**config.mk**
```make
export PLATFORM = sky130hd
export DESIGN_NAME = data_mem_responder
export DESIGN_NICKNAME = d
export VERILOG_FILES = /design/src/rtl/data_mem_responder.sv
export SDC_FILE = /design/constraint.sdc
export NUM_CORES = 2
export LEC_CHECK = 0
export BUFFER_PORTS_ARGS = -buffer_cell sky130_fd_sc_hd__buf_2
export CAP_MARGIN = 20
export CORE_MARGIN = 5
export CORE_UTILIZATION = 40
export CTS_BUF_LIST = sky130_fd_sc_hd__clkbuf_16
export DETAILED_ROUTE_END_ITERATION = 12
export PLACE_DENSITY = 0.56
export SLEW_MARGIN = 10
export SYNTH_ARGS = -nofsm -noshare
export SYNTH_HDL_FRONTEND = slang
export SYNTH_SLANG_ARGS = --single-unit
```
**constraint.sdc**
```tcl
create_clock -name clk -period 3 [get_ports clk]
set_clock_uncertainty 0.15 [all_clocks]
set_input_delay 0.6 -clock clk [delete_from_list [all_inputs] [get_ports clk]]
set_output_delay 0.6 -clock clk [all_outputs]
set_load 0.01 [all_outputs]
```
**src/rtl/data_mem_responder.sv**
```systemverilog
// -----------------------------------------------------------------------------
// data_mem_responder
//
// Single-ported word memory behind a valid/ready request channel and a
// valid/ready response channel. One transaction is in flight at a time:
//   IDLE   : req_ready=1, waits for a request handshake
//   ACCESS : performs the store, or registers the load data
//   RESP   : rsp_valid=1, holds the response until rsp_ready
// A request accepted at edge N can complete its response handshake at edge
// N+2. The next request can be accepted one edge after that handshake.
//
// Ports
//   clk        : sole clock; all state changes on posedge
//   rst        : synchronous, active-high; clears FSM, response, counter, memory
//   req_valid  : initiator presents a request
//   req_ready  : responder is idle and can accept a request
//   req_we     : 1 = store word, 0 = load word
//   req_addr   : word address (ADDRESS_WIDTH+1 bits, full decode)
//   req_wdata  : store data
//   rsp_valid  : response available
//   rsp_ready  : initiator consumes the response
//   rsp_rdata  : load data; 0 for a store response
//   rsp_we     : echo of the accepted req_we
//   txn_count  : completed response handshakes, wraps at 16 bits
// -----------------------------------------------------------------------------
module data_mem_responder #(
  parameter int ADDRESS_WIDTH = 5,
  parameter int WORD_SIZE     = 32
) (
  input  logic                   clk,
  input  logic                   rst,
  input  logic                   req_valid,
  output logic                   req_ready,
  input  logic                   req_we,
  input  logic [ADDRESS_WIDTH:0] req_addr,
  input  logic [WORD_SIZE-1:0]   req_wdata,
  output logic                   rsp_valid,
  input  logic                   rsp_ready,
  output logic [WORD_SIZE-1:0]   rsp_rdata,
  output logic                   rsp_we,
  output logic [15:0]            txn_count
);

  localparam int DEPTH = 2 ** (ADDRESS_WIDTH + 1);

  typedef enum logic [1:0] {
    IDLE,
    ACCESS,
    RESP
  } state_t;

  state_t state;
  state_t state_next;

  logic [WORD_SIZE-1:0]   mem [DEPTH];
  logic                   lat_we;
  logic [ADDRESS_WIDTH:0] lat_addr;
  logic [WORD_SIZE-1:0]   lat_wdata;
  logic                   accept;
  logic                   rsp_fire;

  // Handshake qualifiers are derived purely from state, so request and
  // response inputs are ignored whenever the FSM is in the other phase.
  assign req_ready = (state == IDLE);
  assign rsp_valid = (state == RESP);
  assign accept    = req_valid && req_ready;
  assign rsp_fire  = rsp_valid && rsp_ready;

  // NOTE: sequential state uses non-blocking assignments so every register
  // samples pre-edge values, independent of process evaluation order.
  always_ff @(posedge clk) begin
    if (rst) begin
      state <= IDLE;
    end else begin
      state <= state_next;
    end
  end

  // NOTE: the default assignment first guarantees state_next is written on
  // every path, so no latch is inferred.
  always_comb begin
    state_next = state;
    case (state)
      IDLE:    if (accept)   state_next = ACCESS;
      ACCESS:                state_next = RESP;
      RESP:    if (rsp_fire) state_next = IDLE;
      default:               state_next = IDLE;
    endcase
  end

  // Request capture: inputs are only sampled on the accepting edge.
  always_ff @(posedge clk) begin
    if (rst) begin
      lat_we    <= 1'b0;
      lat_addr  <= '0;
      lat_wdata <= '0;
    end else if (accept) begin
      lat_we    <= req_we;
      lat_addr  <= req_addr;
      lat_wdata <= req_wdata;
    end
  end

  // NOTE: the storage must read as zero after reset, so it is built from
  // resettable flops rather than a RAM macro; reset also wins over a store
  // pending in ACCESS.
  always_ff @(posedge clk) begin
    if (rst) begin
      mem <= '{default: '0};
    end else if (state == ACCESS && lat_we) begin
      mem[lat_addr] <= lat_wdata;
    end
  end

  // Response payload is loaded once in ACCESS and then held through RESP,
  // which keeps it stable under backpressure.
  always_ff @(posedge clk) begin
    if (rst) begin
      rsp_rdata <= '0;
      rsp_we    <= 1'b0;
    end else if (state == ACCESS) begin
      rsp_we    <= lat_we;
      rsp_rdata <= lat_we ? '0 : mem[lat_addr];
    end
  end

  always_ff @(posedge clk) begin
    if (rst) begin
      txn_count <= '0;
    end else if (rsp_fire) begin
      txn_count <= txn_count + 16'd1;
    end
  end

endmodule
```
==> results.yml <==
layout:
  final_common_cell: "nand2_1"
  multiInputGateArea_sq_um: 43920
  nets: 11640
  area_growth_pct: 18.32
  seqCellArea_sq_um: 42920
  drive_gt1_share_pct: 13.55
  layout.cells.non_filler: 14810
  num-fill-cells: 21590
  design_area_sq_um: 107900
  final_cell_mix: "nand2_1, a21oi_1, dfxtp_1"
critical_path:
  cp-start-kind: "flip-flop"
  max_stage_delay_ns: 0.47
  critical_path.most_common_cell: "buf_12"
  worstPathCellList: "buf_12, inv_4, buf_12, nand2_1, buf_4, o22ai_1, o31ai_1, a41oi_1, a211o_1"
  cp.arrival_ns: 3.76
  crit_path_end_kind: "flip-flop"
  crit_slowest_cell: "dfxtp_4"
  cp_num_buf_inv: 4
  cp_max_fo: 16
  critPathTopFamily: "compound AO/OA/AOI/OAI gates"
  crit_required_ns: 3.65
  cp_num_cells: 9
  crit_type: "reg2reg"
  reg2reg_depth: 9
cts:
  cts_max_level: 4
  cts_tree: "done"
  clk_latency_ns: 0.91
  cts_max_path_buffers: 3
  cts-root-buf: "clkbuf_16"
  cts.sinks: 2138
  path_clk_slew_ns: 0.06
  numCtsBuffers: 226
sta:
  fmax_mhz: 321.9
  final_max_slew_viol_count: 0
  hold_slack_ns: 0.06821
  grt_setup_unrepaired: "true"
  slew_headroom_pct: 16.87
  finalHoldViolations: 0
  tightest_slew_ns: 1.247
  fin_crit_ns: 3.107
  fin_crit_sh_pct: 103.6
  setup_viol: 8
  fin_ws_ns: -0.1067
  timing.setup.tns_ns: -0.2090
grt:
  global_route.usage.total_pct: 34.73
  grt_max_degree: 209
  grt_pass1_vias: 82330
  grt_overflow: 0
  grt_pass1_wl_microns: 606500
  antenna_found_initial: 27
status:
  failed_checks: "negative setup slack"
  status: "finished, violations left"
pwr:
  p_leak_nw: 34.97
  power.density_nw_per_um2: 559.5
  max-vdd-ir-drop_mv: 0.5408
  p_total_mw: 60.35
place:
  portBuffers: 93
  gp_congestion: 1.013
  placed_area_sq_um: 99540
  placed_cells: 14290
  dp_hpwl_microns: 262700
detailed_routing:
  firstDrtPassIters: 10
  drc: 0
  ant_nets: 0
  wire_per_inst_microns: 29.11
  vias: 89340
  vias_per_cell: 6.034
  drt_iter0_drc: 12120
  totalWireLength_microns: 431000
logic_synthesis:
  yosysSeqAreaShare_pct: 46.95
  synth_edf_count: 0
  synthArstFlopShare_pct: 0
  ys.flop_type: "dfxtp_1"
  synth-warning-count: 0
  synth_nets: 11680
  syn_inst: 11630
  synth-seq-cells: 2138
  syn-mean-instance-area_sq_um: 7.837
  ys_types: 76
  netlist_area_sq_um: 91170
floorplan:
  ios: 94
  rows: 175
  dieArea_sq_um: 237600
  start_util_pct: 40.15
  die_h_microns: 487.4
  die_w_microns: 487.4
  fp.coreArea_sq_um: 227100
worst_hold_path:
  hold_path.class: "in2reg"
  hold_path_depth: 4
run:
  maxCapViolCount: 0
==> final timing paths <==
| path | end | slack (ns) | startpoint |
|---|---|---|---|
| worst max-delay path | rsp_rdata[0] | -0.11 | lat_addr[2] |
| worst min-delay path | lat_addr[3] | 0.07 | req_valid |
| worst max register to register | rsp_rdata[0] | -0.11 | lat_addr[2] |
| worst min register to register | mem[1390] | 0.30 | mem[1390] |
==> layer usage <==
layer | global-route usage, % | part of all wire [%] | up-vias
met1 | 44.41 | 38 | 43290
met2 | 51.49 | 42 | 5583
met5 | 0 | 0.020 | -
met3 | 8.933 | 12 | 1320
li1 | - | - | 39130
met4 | 23.53 | 8.2 | 14
==> where the power goes <==
part | leakage [nW] | internal, mW | total [mW] | switching, mW
clock network | 3.61 | 14.5 | 26.9 | 12.4
registers | 17.2 | 28.4 | 28.9 | 0.461
logic | 14.1 | 1.36 | 4.59 | 3.23
==> cell type report <==
cell class | count | share of cell area (%)
multi-input cells | 8329 | 40.71
inverters | 4 | 0.02320
flip-flops and latches | 2138 | 39.79
clock inverters | 180 | 1.125
clock buffers | 229 | 5.312
diodes | 16 | 0.03712
repair buffers | 900 | 9.507
well taps | 3009 | 3.490
==> worst reg2reg max path, cell delays in order (launching register included) <==
cell and delay (ns):
dfxtp_4 0.47, buf_12 0.23, inv_4 0.23, buf_12 0.26, nand2_1 0.38, buf_4 0.27
o22ai_1 0.12, o31ai_1 0.40, a41oi_1 0.23, a211o_1 0.27
==> sequential cells by signal (all words and copies together), names as in the netlist <==
register   cells
mem         2048
lat_wdata     32
rsp_rdata     32
txn_count     16
lat_addr       6
state          2
lat_we         1
rsp_we         1
==> synthesized netlist by cell type, types with 6 or more instances <==
library cell  count  area share (%)
mux2_2          124             1.5
dfxtp_1        2138              47
nand2_1        4384              18
o22a_1           20            0.19
mux2_1           63            0.78
xor2_1            9           0.086
mux4_2          132             3.3
nand3_1          27            0.15
o21a_1            7           0.058
a211oi_1         16            0.13
a22oi_1         126             1.0
mux2i_1         262             2.9
o22ai_1          90            0.62
o21ai_0          80            0.44
buf_2           279             1.5
and3_1           13           0.089
o221ai_1         22            0.21
o21ai_1          22            0.12
clkbuf_1        787             3.2
o2bb2ai_1        29            0.28
nor3_1            8           0.044
a41oi_1           6           0.058
a22o_1           44            0.42
nor2_1          188            0.77
nor2_2           12           0.082
nor3_2            8           0.088
o211ai_1          9           0.074
nor2b_1          10           0.069
buf_6            32            0.40
buf_1            26            0.11
a2111oi_0         6           0.058
a31oi_1          17            0.12
a221oi_1        223             2.1
a21oi_1        2224              12
and2_1           12           0.082
a221o_1          39            0.43
buf_4            38            0.31
nand2b_1         11           0.075
==> cell families (layout without fill, tap and decap cells) <==
logic type | count (synthesis) | in the layout | synth area share (%)
adder cells (fa/ha/maj) | 1 | 1 | 0.01372
buffers and inverters | 1166 | 1313 | 5.603
multiplexers | 581 | 581 | 8.447
flip-flops | 2138 | 2138 | 46.95
AND/OR/NAND/NOR | 4707 | 4707 | 19.78
other | 0 | 16 | 0
AO/OA/AOI/OAI | 3028 | 3028 | 19.10
XOR/XNOR | 12 | 12 | 0.1153
==> metrics by stage <==
step	util [%]	setup WS [ns]
after global placement	43.84	-0.6489
after floorplan	-	0.7663
after global routing	47.49	-0.01727
after detailed placement	43.84	-0.6281
final	47.51	-0.1067
after CTS	47.31	0.004165
==> repair_timing <==
| action | in CTS | in global routing |
|---|---|---|
| setup buffers | 24 | 15 |
| endpoints found under the hold margin | 75 | 0 |
| pin swaps | 2 | 5 |
| gates resized for setup | 44 | 44 |
| hold buffers | 43 | 0 |
| endpoints found under the setup margin | 39 | 124 |
| gates cloned | 1 | 4 |
(Power assumes the default switching activity.)
